$ cat src/rtl/rf_wport_arbiter.sv
// rf_wport_arbiter: shares the rf write port between writeback and a FIFO of multi-cycle results,
// with a starvation guard that requests a writeback bubble and a per-register pending mask.
module rf_wport_arbiter #(
    parameter int DEPTH        = 4,
    parameter int STARVE_LIMIT = 8
) (
    input  logic        i_clk,
    input  logic        i_rst_n,
    input  logic        i_wb_wen,
    input  logic [4:0]  i_wb_waddr,
    input  logic [31:0] i_wb_wdata,
    input  logic        i_mc_valid,
    output logic        o_mc_ready,
    input  logic [4:0]  i_mc_waddr,
    input  logic [31:0] i_mc_wdata,
    output logic        o_rd_wen,
    output logic [4:0]  o_rd_waddr,
    output logic [31:0] o_rd_wdata,
    output logic [31:0] o_pend_mask,
    output logic        o_wb_stall,
    output logic        o_err
);
    localparam int PW = $clog2(DEPTH);
    localparam int CW = PW + 1;
    localparam int WW = $clog2(STARVE_LIMIT + 1);
    logic [4:0]    addr_q [DEPTH];
    logic [31:0]   data_q [DEPTH];
    logic [PW-1:0] wr_ptr_q, wr_ptr_d, rd_ptr_q, rd_ptr_d, off;
    logic [CW-1:0] count_q, count_d;
    logic [WW-1:0] wait_q, wait_d;
    logic          stall_q, stall_d, err_q, err_d;
    logic          empty, push, pop;

    // Writeback always wins the port; a stall only makes the pipeline leave it free.
    always_comb begin
        empty      = count_q == '0;
        o_mc_ready = count_q < CW'(DEPTH);
        push       = i_mc_valid && o_mc_ready && (i_mc_waddr != 5'd0);
        pop        = !i_wb_wen && !empty;
        o_rd_wen   = i_wb_wen || !empty;
        o_rd_waddr = i_wb_wen ? i_wb_waddr : (empty ? 5'd0 : addr_q[rd_ptr_q]);
        o_rd_wdata = i_wb_wen ? i_wb_wdata : (empty ? 32'd0 : data_q[rd_ptr_q]);
        wr_ptr_d   = push ? wr_ptr_q + PW'(1) : wr_ptr_q;
        rd_ptr_d   = pop ? rd_ptr_q + PW'(1) : rd_ptr_q;
        count_d    = count_q + CW'(push) - CW'(pop);
        wait_d     = (empty || pop) ? '0 : (wait_q == WW'(STARVE_LIMIT) ? wait_q : wait_q + WW'(1));
        stall_d    = wait_d >= WW'(STARVE_LIMIT);
        err_d      = err_q || (stall_q && i_wb_wen);
        o_wb_stall = stall_q;
        o_err      = err_q;
    end

    always_comb begin
        o_pend_mask = '0;
        off         = '0;
        for (int i = 0; i < DEPTH; i++) begin
            off = PW'(i) - rd_ptr_q;
            if ({1'b0, off} < count_q) o_pend_mask[addr_q[i]] = 1'b1;
        end
    end

    always_ff @(posedge i_clk or negedge i_rst_n) begin
        if (!i_rst_n) begin
            wr_ptr_q <= '0;
            rd_ptr_q <= '0;
            count_q  <= '0;
            wait_q   <= '0;
            stall_q  <= 1'b0;
            err_q    <= 1'b0;
        end else begin
            wr_ptr_q <= wr_ptr_d;
            rd_ptr_q <= rd_ptr_d;
            count_q  <= count_d;
            wait_q   <= wait_d;
            stall_q  <= stall_d;
            err_q    <= err_d;
        end
    end

    // Storage needs no reset: validity is tracked by the pointers and count.
    always_ff @(posedge i_clk) begin
        if (push) begin
            addr_q[wr_ptr_q] <= i_mc_waddr;
            data_q[wr_ptr_q] <= i_mc_wdata;
        end
    end
endmodule
$ cat config.mk
export PLATFORM = sky130hd
export DESIGN_NAME = rf_wport_arbiter
export DESIGN_NICKNAME = d
export VERILOG_FILES = /design/src/rtl/rf_wport_arbiter.sv
export SDC_FILE = /design/constraint.sdc
export NUM_CORES = 1
export LEC_CHECK = 0
export CAP_MARGIN = 10
export CORE_ASPECT_RATIO = 1.1
export CORE_MARGIN = 2
export CORE_UTILIZATION = 45
export CTS_CLUSTER_DIAMETER = 40
export CTS_CLUSTER_SIZE = 14
export DETAILED_ROUTE_END_ITERATION = 10
export GPL_TIMING_DRIVEN = 1
export PLACE_DENSITY_LB_ADDON = 0.2
export SLEW_MARGIN = 20
export SYNTH_ARGS = -nofsm -noshare
export SYNTH_HDL_FRONTEND = slang
export SYNTH_SLANG_ARGS = --single-unit
export TNS_END_PERCENT = 5
$ cat constraint.sdc
create_clock -name i_clk -period 3.4 [get_ports i_clk]
set_clock_uncertainty 0.1 [all_clocks]
set_input_delay 0.68 -clock i_clk [delete_from_list [all_inputs] [get_ports i_clk]]
set_output_delay 0.68 -clock i_clk [all_outputs]
set_load 0.02 [all_outputs]
==> metrics.txt, run 1 <==
Worst VDD drop=between 400 and 500 uV; non-filler cells, final=between 800 and 900; # IOs=151; commonest cells after routing, fill and taps aside=edfxtp_1 (148), clkdlybuf4s50_1 (117), mux4_2 (37), a22o_1 (37); Post-Route WL=~19 mm; FF-to-FF End=count_q[2]; Initial Util=0.456; Worst Path Arrival=about 2.6 ns; post-synthesis sequential area ratio=0.619; first-pass GRT wire length=between 20 and 30 mm; top_reg_cell synth=edfxtp_1; Vias/cell=5.86; CP required=2.62 ns; clock power share=0.225; Core Rows=50; vias post-DR=5165; gr usage total=0.217; core area=around 17000 um^2; Die X=around 130 um; vias in the first global route=5368; flop2flop setup slack=between 0.8 and 0.9 ns; share of cells above drive strength 1=0.218; crit-path leading delay family=compound AO/OA/AOI/OAI gates; die height=between 100 and 150 um; PD cells=~780 nW/um^2; Synth async-reset ratio=0.0807; critical path depth in cells=9; crit path launch type=register; synth unique cells=38; root buffer cell=clkbuf_16; Syn Nets=584; H-tree depth=4; YS warnings=0; standby leakage power=around 3.5 nW; crit path cell chain=xor2_2 -> inv_1 -> ha_4 -> nand2b_4 -> o211ai_4 -> clkbuf_16 -> o22ai_1 -> a221o_1 -> buf_2; Worst R2R Path Depth=9; Detail Route Antenna Nets=0; nets=751; min Tclk post-route=around 3.4 ns; CTS tree=built; CP Class=reg2out; Remaining Overflow, GRT=0; Max-Cap Viols=0; CP endpoint kind=output port; RSZ-0062 raised after global routing=yes; register bit total from synthesis=about 160; Hold Crit Class=reg2reg; worst setup path end=o_pend_mask[8]; DRT Pass-1 Iters=5; R2R Path Start=count_q[2]; crit path max fanout=8; WP buf/inv=3; Mapped Area=roughly 7700 um^2; period utilization=1.00; violated checks=setup timing; Internal=5.18 mW; Clock transition at path regs=around 0.070 ns; PnR worst setup slack=-0.000374 ns; clk buf depth=2; Setup WS pre-CTS=-0.0912 ns; GP Congestion=between 0.8 and 0.9; total CTS buffers=17; fmax=between 0.2 and 0.3 GHz; net switching power=2.72 mW; Avg Synthesized Cell Area=~16 um^2; clock sinks=about 160; Die ar.=about 18000 um^2; HPWL after DPL=13.7 mm; commonest non-fill, non-tap cell in the layout=edfxtp_1; Net Sw Frac=0.345; DRC errors left=0; final hold violations=0; worst skew pair latency=roughly 0.41 ns; Final Max Tran Viols=0; Finish-stage setup viols=1; Avg WL per Cell=between 20 and 25 um; Synth Instances=around 490; Slew HR=0.557; max incr delay on CP=approximately 0.54 ns; Slew @ Worst Pin=0.663 ns; DP Cell Count=845; Area Overhead vs Synth=31.0%; pin count of the biggest net entering global routing=42; Seq pwr share=0.335; Slowest cell on crit path=dfrtp_4; initial antenna violation count=0; number of synthesized flops with an enable pin=~150; ANT cells=0; Comb power frac=0.440; outcome=finished with violations; DR iter-0 viols=~310; CP Launch Point=rd_ptr_q[0]; port bufs=150
[worst min-delay path by stage]
stage                       endpoint  slack (ns)    start  depth (start not counted)
after CTS                      o_err        0.37    o_err                          1
after floorplan           count_q[0]        0.28  i_rst_n                          0
after global placement         o_err        0.34    o_err                          1
after detailed placement       o_err        0.35    o_err                          1
after global routing           o_err        0.39    o_err                          1
final                          o_err        0.36    o_err                          1
[cells by family (layout without fill, tap and decap cells)]
group,after synthesis,in the layout,share of synthesized area
DFF,161,161,0.619
and+or+nand+nor,117,117,0.0758
AOI/OAI and AO/OA,113,113,0.128
buffers and inverters,43,223,0.0367
muxes,38,38,0.110
adders and majority gates,13,13,0.0221
xor gates and xnor gates,8,8,0.00909
[timing repair]
action,4_1_cts,5_1_grt
resized for setup,110,22
setup endpoints to repair,61,32
pin swaps,3,2
cloned,0,1
buffers inserted,3,0
hold buffers,0,0
[layer usage]
layer,wire length (um),vias to the layer above,GRT usage
li1,-,2362,-
met4,475,0,0.0938
met2,9390,191,0.352
met3,977,33,0.0502
met5,0,-,0
met1,8260,2579,0.283
[worst reg2reg max path: stages (launching register included)]
cell     delay, ns
dfrtp_1       0.38
buf_4         0.17
nor3_1        0.42
nor2_4        0.05
buf_4         0.22
ha_1          0.30
inv_1         0.04
ha_1          0.18
fa_1          0.39
xnor2_1       0.14
[power by group through the flow]
| stage | sequential, mW | combinational (mW) | clock, mW |
|---|---|---|---|
| floorplan | 2.63 | 2.28 | 0 |
| global placement | 2.66 | 3.29 | 0 |
| detailed placement | 2.68 | 3.32 | 0 |
| CTS | 2.65 | 3.47 | 1.82 |
| global route | 2.68 | 3.72 | 1.90 |
| finish | 2.65 | 3.47 | 1.78 |
[Yosys cell counts, types with 7 or more instances]
master    instances  area, um^2
edfxtp_1        148        4440
a22o_1           37         324
mux4_2           37         833
a221o_1          32         320
o22ai_1          32         200
nand2_1          28         105
nor2_1           28         105
buf_6            15         169
dfrtp_1          13         325
inv_1            13        48.8
nand3_1          13        65.1
nor3_1           13        65.1
ha_1             12         150
nand2b_1         11        68.8
nor2b_1           9        56.3
buf_2             7        35.0
clkbuf_1          7        26.3
[stage by stage]
step	setup TNS, ns	instance area, um^2	total power [mW]	util	hold WS [ns]
2_1_floorplan	0	7710	4.91	-	0.284
3_3_place_gp	0	9520	5.95	0.563	0.341
3_5_place_dp	-1.19	9520	6.00	0.563	0.347
4_1_cts	-0.0292	10200	7.93	0.602	0.366
5_1_grt	-0.952	10100	8.30	0.598	0.388
6_report	-0.000374	10100	7.90	0.598	0.363
[final cells by class]
| class | instances | area [um^2] |
|---|---|---|
| Fill cell | 1319 | 6790 |
| Sequential cell | 161 | 4770 |
| Multi-Input combinational cell | 289 | 2690 |
| Timing Repair Buffer | 178 | 1760 |
| Clock buffer | 18 | 429 |
| Tap cell | 208 | 260 |
| Clock inverter | 14 | 130 |
| Inverter | 13 | 48.8 |
[flip-flops by register name, indices dropped and copies added (netlist names)]
register / count
o_wb_stall: 1
wait_q: 4
rd_ptr_q: 2
count_q: 3
data_q: 128
o_err: 1
wr_ptr_q: 2
addr_q: 20
(Power assumes the default switching activity.)
==> run 2, diff against run 1 <==
--- a/config.mk
+++ b/config.mk
@@ -12,3 +12,2 @@
 export CTS_CLUSTER_DIAMETER = 40
-export CTS_CLUSTER_SIZE = 14
 export DETAILED_ROUTE_END_ITERATION = 10
==> constraint.sdc (replaced) <==
create_clock -name i_clk -period 3.4 [get_ports i_clk]
set_clock_uncertainty 0.1 [all_clocks]
set_input_delay 0.85 -clock i_clk [delete_from_list [all_inputs] [get_ports i_clk]]
set_output_delay 0.85 -clock i_clk [all_outputs]
set_load 0.02 [all_outputs]
==> run 2 against run 1 <==
The run still ends with setup timing left. Largest power group unchanged. Largest cell class unchanged. Critical endpoint is now o_pend_mask[30]. Core utilization rose by 0.70 points. Fmax is 0.74% lower. Global-route usage increased by 0.13 points. Routed wire length grew 1.5%. Sequential power is essentially flat. Register-to-register slack gained 0.02 ns. Cell area grew 1.2%.
==> metrics.txt, run 2 (synthesis results as in run 1) <==
Worst Path Arrival=2.48 ns (-0.14 ns); Slew HR=0.580 (+0.0229); Worst VDD drop=432 uV (-4.4%); Avg WL per Cell=21.8 um (+0.48%); pin count of the biggest net entering global routing=38 (-9.5%); first-pass GRT wire length=29.9 mm (+0.56%); max incr delay on CP=0.41 ns (-0.13 ns); placed inst area=9560 um^2 (+0.42%); # IOs=151 (unchanged); clk buf depth=2 (unchanged); final hold violations=0 (unchanged); ANT cells=0 (unchanged); Die ar.=18200 um^2 (unchanged); Max-Cap Viols=0 (unchanged); DR iter-0 viols=353 (+16%); GP Congestion=0.876 (+4.6%); DRT Pass-1 Iters=5 (unchanged); Slowest cell on crit path=dfrtp_2; CTS tree=built; worst skew pair latency=0.41 ns (about the same); Post-Route WL=19.4 mm (+1.5%); Final Util=0.605 (+0.00696); crit path max fanout=16 (+8); DP Cell Count=849 (+0.47%); Vias/cell=5.93 (+1.1%); clock sinks=161 (unchanged); vias post-DR=5275 (+2.1%); Finish-stage setup viols=3 (+2); post-route cell area=10200 um^2 (+1.2%); WP buf/inv=4 (+1); port bufs=150 (unchanged); core area=16900 um^2 (unchanged); Top reg by flops=data_q; outcome=finished with violations; CP required=2.45 ns (-0.17 ns); CP endpoint kind=output port; area of the multi-input gates=2750 um^2 (+2.1%); PnR worst setup slack=-0.0258 ns (-0.0254 ns); top flop regs=data_q: 128 flops, addr_q: 20 flops, wait_q: 4 flops; share of cells above drive strength 1=0.249 (+0.0308); crit-path leading delay family=buffers and inverters; vias in the first global route=5368 (unchanged); H-tree depth=4 (unchanged); total CTS buffers=17 (unchanged); # hold bufs at CTS=0 (unchanged); min Tclk post-route=3.43 ns (+0.0254 ns); Die X=129 um (unchanged); Slew @ Worst Pin=0.628 ns (-0.0343 ns); sequential cell area=4770 um^2 (unchanged); Detail Route Antenna Nets=0 (unchanged); HPWL after DPL=13.3 mm (-2.6%); root buffer cell=clkbuf_16; crit path cell chain=buf_6 -> xor2_2 -> ha_1 -> nand2b_4 -> o211ai_4 -> buf_12 -> buf_4 -> o22ai_2 -> a221o_1 -> buf_6; CP Class=reg2out; commonest cells after routing, fill and taps aside=edfxtp_1 (148), clkdlybuf4s50_1 (79), mux4_2 (37), a22o_1 (37), dlygate4sd2_1 (36); initial antenna violation count=0 (unchanged); Clock transition at path regs=0.07 ns (about the same); RSZ-0062 raised after global routing=yes; violated checks=setup timing; DRC errors left=0 (unchanged); nets=760 (+1.2%); Remaining Overflow, GRT=0 (unchanged); fmax=0.292 GHz (-0.74%); fill cell count=1338 (+1.4%); PD cells=782 nW/um^2 (about the same); Area Overhead vs Synth=32.5%; flop2flop setup slack=0.91 ns (+0.02 ns); gr usage total=0.219 (+0.00132); standby leakage power=3.71 nW (+4.9%); non-filler cells, final=890 (+1.0%); crit path launch type=register; Hold Crit Class=reg2reg; Largest register FFs=128 (unchanged); Final Max Tran Viols=0 (unchanged); period utilization=1.01 (+0.00748); Crit path top cell by count=buf_6; Core Rows=50 (unchanged); die height=141 um (unchanged); commonest non-fill, non-tap cell in the layout=edfxtp_1; Initial Util=0.456 (unchanged)
## run 2: changes by cell type in the layout (fill, tap and decap cells not counted), moves of 3 or more
cell	before	now
buf_4	15	25
clkdlybuf4s50_1	117	79
buf_12	11	8
buf_6	3	14
o22ai_2	0	8
o22ai_1	32	24
clkdlybuf4s15_2	7	0
clkinv_8	0	4
dlygate4sd2_1	0	36
## run 2: area by class of cell
class	instances	area share
Clock buffer	17	0.0416
Clock inverter	15	0.0164
Inverter	13	0.00478
Multi-Input combinational cell	289	0.269
Sequential cell	161	0.467
Tap cell	208	0.0255
Timing Repair Buffer	187	0.175
## run 2: worst reg2reg max path, delay by kind of cell, from the launching register on
kind	cells	cell delay, ns
buffers and inverters	3	0.42
DFF	1	0.38
and+or+nand+nor	2	0.46
xor gates and xnor gates	1	0.14
adders and majority gates	3	0.86
## run 2: worst paths after layout
check | cells after the start | startpoint | endpoint
worst max-delay path | 10 | rd_ptr_q[1] | o_pend_mask[30]
worst min-delay path | 1 | o_err | o_err
worst max register to register | 9 | count_q[2] | count_q[2]
worst min register to register | 1 | o_err | o_err
max in group asynchronous | 1 | i_rst_n | rd_ptr_q[0]
min in group asynchronous | 1 | i_rst_n | o_wb_stall
## run 2: report_power, final
group          leakage (nW)  internal [mW]  switching (mW)
registers              1.51           2.49           0.139
clock network         0.285          0.984           0.848
logic                  1.92           1.67            1.85
## run 2: timing repair
action / in CTS / in global routing
cloned: 2 / 0
endpoints found under the setup margin: 69 / 33
gates resized for setup: 196 / 11
pin swaps: 9 / 4
buffers inserted: 7 / 2
## run 2: per-layer routing
metal / global-route usage / share of wire
met4: 0.0584 / 0.0097
met3: 0.0407 / 0.062
met1: 0.288 / 0.42
met2: 0.375 / 0.51
met5: 0 / 0
## run 2: through the flow
step | TNS [ns] | hold slack, ns | total power, mW | setup WS (ns)
CTS | -2.46 | 0.368 | 8.10 | -0.139
global placement | -1.53 | 0.339 | 6.05 | -0.109
detailed placement | -3.00 | 0.344 | 6.09 | -0.212
global route | -1.86 | 0.408 | 8.39 | -0.120
finish | -0.0524 | 0.361 | 7.99 | -0.0258
floorplan | 0 | 0.420 | 4.91 | 0.402
==> run 3, diff against run 2 <==
- CORE_MARGIN: 2 -> default
==> run 3 against run 2 <==
The run still ends with setup timing left. Global-route usage rose by 0.47 points. Combinational power fell by 2%. Worst setup slack got worse by 0.0012 ns. Sequential cell count did not move. Clock power fell by 4%. Fmax barely moved. Hold slack improved by 0.010 ns. Register-to-register slack improved by 0.07 ns. Final cell count fell by 1.6%. Largest cell class unchanged.
==> metrics.txt, run 3 (synthesis results as in run 1) <==
Worst VDD drop=540 uV (+25%); DR iter-0 viols=309 (-12%); ANT cells=0 (unchanged); Core Rows=49 (-2.0%); Die X=127 um (-1.6%); Worst R2R Path Depth=9 (unchanged); WP buf/inv=3 (-1); Worst Path Arrival=2.48 ns (about the same); violated checks=setup timing; Final Max Tran Viols=0 (unchanged); Slew HR=0.561 (-0.0189); clk buf depth=2 (unchanged); max incr delay on CP=0.42 ns (about the same); root buffer cell=clkbuf_16; DRC errors left=0 (unchanged); Total Power=7.85 mW (-1.8%); crit path launch type=register; min Tclk post-route=3.43 ns (+0.00118 ns); standby leakage power=3.61 nW (-2.7%); Die ar.=17700 um^2 (-2.9%); Hold Crit Class=reg2reg; setup TNS=-0.323 ns (-0.271 ns); nets=750 (-1.3%); pin count of the biggest net entering global routing=42 (+11%); clock sinks=161 (unchanged); flop2flop setup slack=0.98 ns (+0.07 ns); crit-path leading delay family=compound AO/OA/AOI/OAI gates; HPWL after DPL=13.0 mm (-2.6%); GP Congestion=0.942 (+7.6%); vias post-DR=5169 (-2.0%); Worst Hold Endpoint=o_err; CTS tree=built; core area=16600 um^2 (-2.0%); Slew @ Worst Pin=0.657 ns (+0.0282 ns); FF-to-FF End=count_q[2]; non-filler cells, final=876 (-1.6%); H-tree depth=4 (unchanged); top flop regs=data_q: 128 flops, addr_q: 20 flops, wait_q: 4 flops; Vias/cell=5.90 (-0.44%); share of cells above drive strength 1=0.241 (-0.00820); Initial Util=0.466 (+0.00932); DP Cell Count=843 (-0.71%); CP Class=reg2out; outcome=finished with violations; # hold bufs at CTS=0 (unchanged); hold wc startpoint=o_err; port bufs=150 (unchanged); PD cells=774 nW/um^2 (-1.0%); crit path cell chain=buf_6 -> xor2_4 -> ha_1 -> nand2b_4 -> o211ai_4 -> buf_12 -> o22ai_1 -> a221o_1 -> buf_2; first-pass GRT wire length=29.7 mm (-0.81%); R2R Path Start=count_q[2]; Remaining Overflow, GRT=0 (unchanged); Post-Route WL=18.8 mm (-2.8%); Setup WS pre-CTS=-0.259 ns (-0.0467 ns); gr usage total=0.223 (+0.00466); commonest non-fill, non-tap cell in the layout=edfxtp_1; CP required=2.45 ns (about the same); DRT Pass-1 Iters=5 (unchanged); Finish-stage setup viols=26 (+23); Area Overhead vs Synth=31.5%; period utilization=1.01 (about the same); CP endpoint kind=output port; crit path max fanout=16 (unchanged); fmax=0.292 GHz (about the same); # IOs=151 (unchanged); Avg WL per Cell=21.5 um (-1.2%); vias in the first global route=5407 (+0.73%); worst hold stages=1 (unchanged); Max-Cap Viols=0 (unchanged); PnR worst setup slack=-0.0270 ns (-0.00118 ns); final hold violations=0 (unchanged); total CTS buffers=17 (unchanged); Top reg by flops=data_q; worst skew pair latency=0.42 ns (about the same); commonest cells after routing, fill and taps aside=edfxtp_1 (148), clkdlybuf4s50_1 (90), mux4_2 (37), a22o_1 (37), a221o_1 (32); Detail Route Antenna Nets=0 (unchanged); Hold WS=0.371 ns (+0.0100 ns); initial antenna violation count=0 (unchanged); Largest register FFs=128 (unchanged); Clock transition at path regs=0.07 ns (about the same); die height=139 um (-1.4%); Slowest cell on crit path=dfrtp_2; RSZ-0062 raised after global routing=yes
run 3: per-stage QoR:
stage / util / instance area [um^2]
after CTS: 0.613 / 10200
after global routing: 0.612 / 10100
after floorplan: - / 7710
final: 0.612 / 10100
after global placement: 0.578 / 9560
after detailed placement: 0.578 / 9560
run 3: worst register-to-register path, cell delays in order, from the launching register on:
cell and delay [ns]:
dfrtp_1 0.39, buf_4 0.18, nor3_2 0.31, nor2_4 0.07
buf_4 0.21, ha_1 0.30, inv_1 0.04, ha_1 0.19
fa_1 0.38, xnor2_1 0.13
run 3: power by group:
group | internal (mW) | total, mW | leakage, nW | switching (mW)
Combinational | 1.62 | 3.46 | 1.84 | 1.84
Clock | 0.953 | 1.75 | 0.267 | 0.796
Sequential | 2.49 | 2.64 | 1.51 | 0.149
run 3: repair_timing:
action,4_1_cts,5_1_grt
pin swaps,3,2
setup endpoints to repair,69,43
setup buffers,2,0
gates cloned,1,0
resized for setup,198,6
run 3: routing by layer:
| layer | wire (um) | global-route usage | up-vias |
|---|---|---|---|
| met3 | 1210 | 0.0534 | 31 |
| met5 | 0 | 0 | - |
| met4 | 488 | 0.0890 | 0 |
| li1 | - | - | 2360 |
| met2 | 9440 | 0.374 | 211 |
| met1 | 7700 | 0.280 | 2567 |
run 3: worst max-delay path by stage:
stage,slack (ns),startpoint,to,cells after the start
floorplan,0.40,rd_ptr_q[1],o_pend_mask[29],9
global placement,-0.13,rd_ptr_q[1],o_pend_mask[4],7
detailed placement,-0.26,rd_ptr_q[1],o_pend_mask[8],7
CTS,-0.12,rd_ptr_q[1],o_pend_mask[22],11
global route,-0.14,rd_ptr_q[1],o_pend_mask[12],9
finish,-0.03,rd_ptr_q[1],o_pend_mask[6],9
run 3: final cells by class:
cell class	instances	area, um^2
Fill cell	1261	6420
Sequential cell	161	4770
Multi-Input combinational cell	289	2780
Timing Repair Buffer	177	1730
Clock buffer	17	425
Tap cell	204	255
Clock inverter	15	124
Inverter	13	48.8
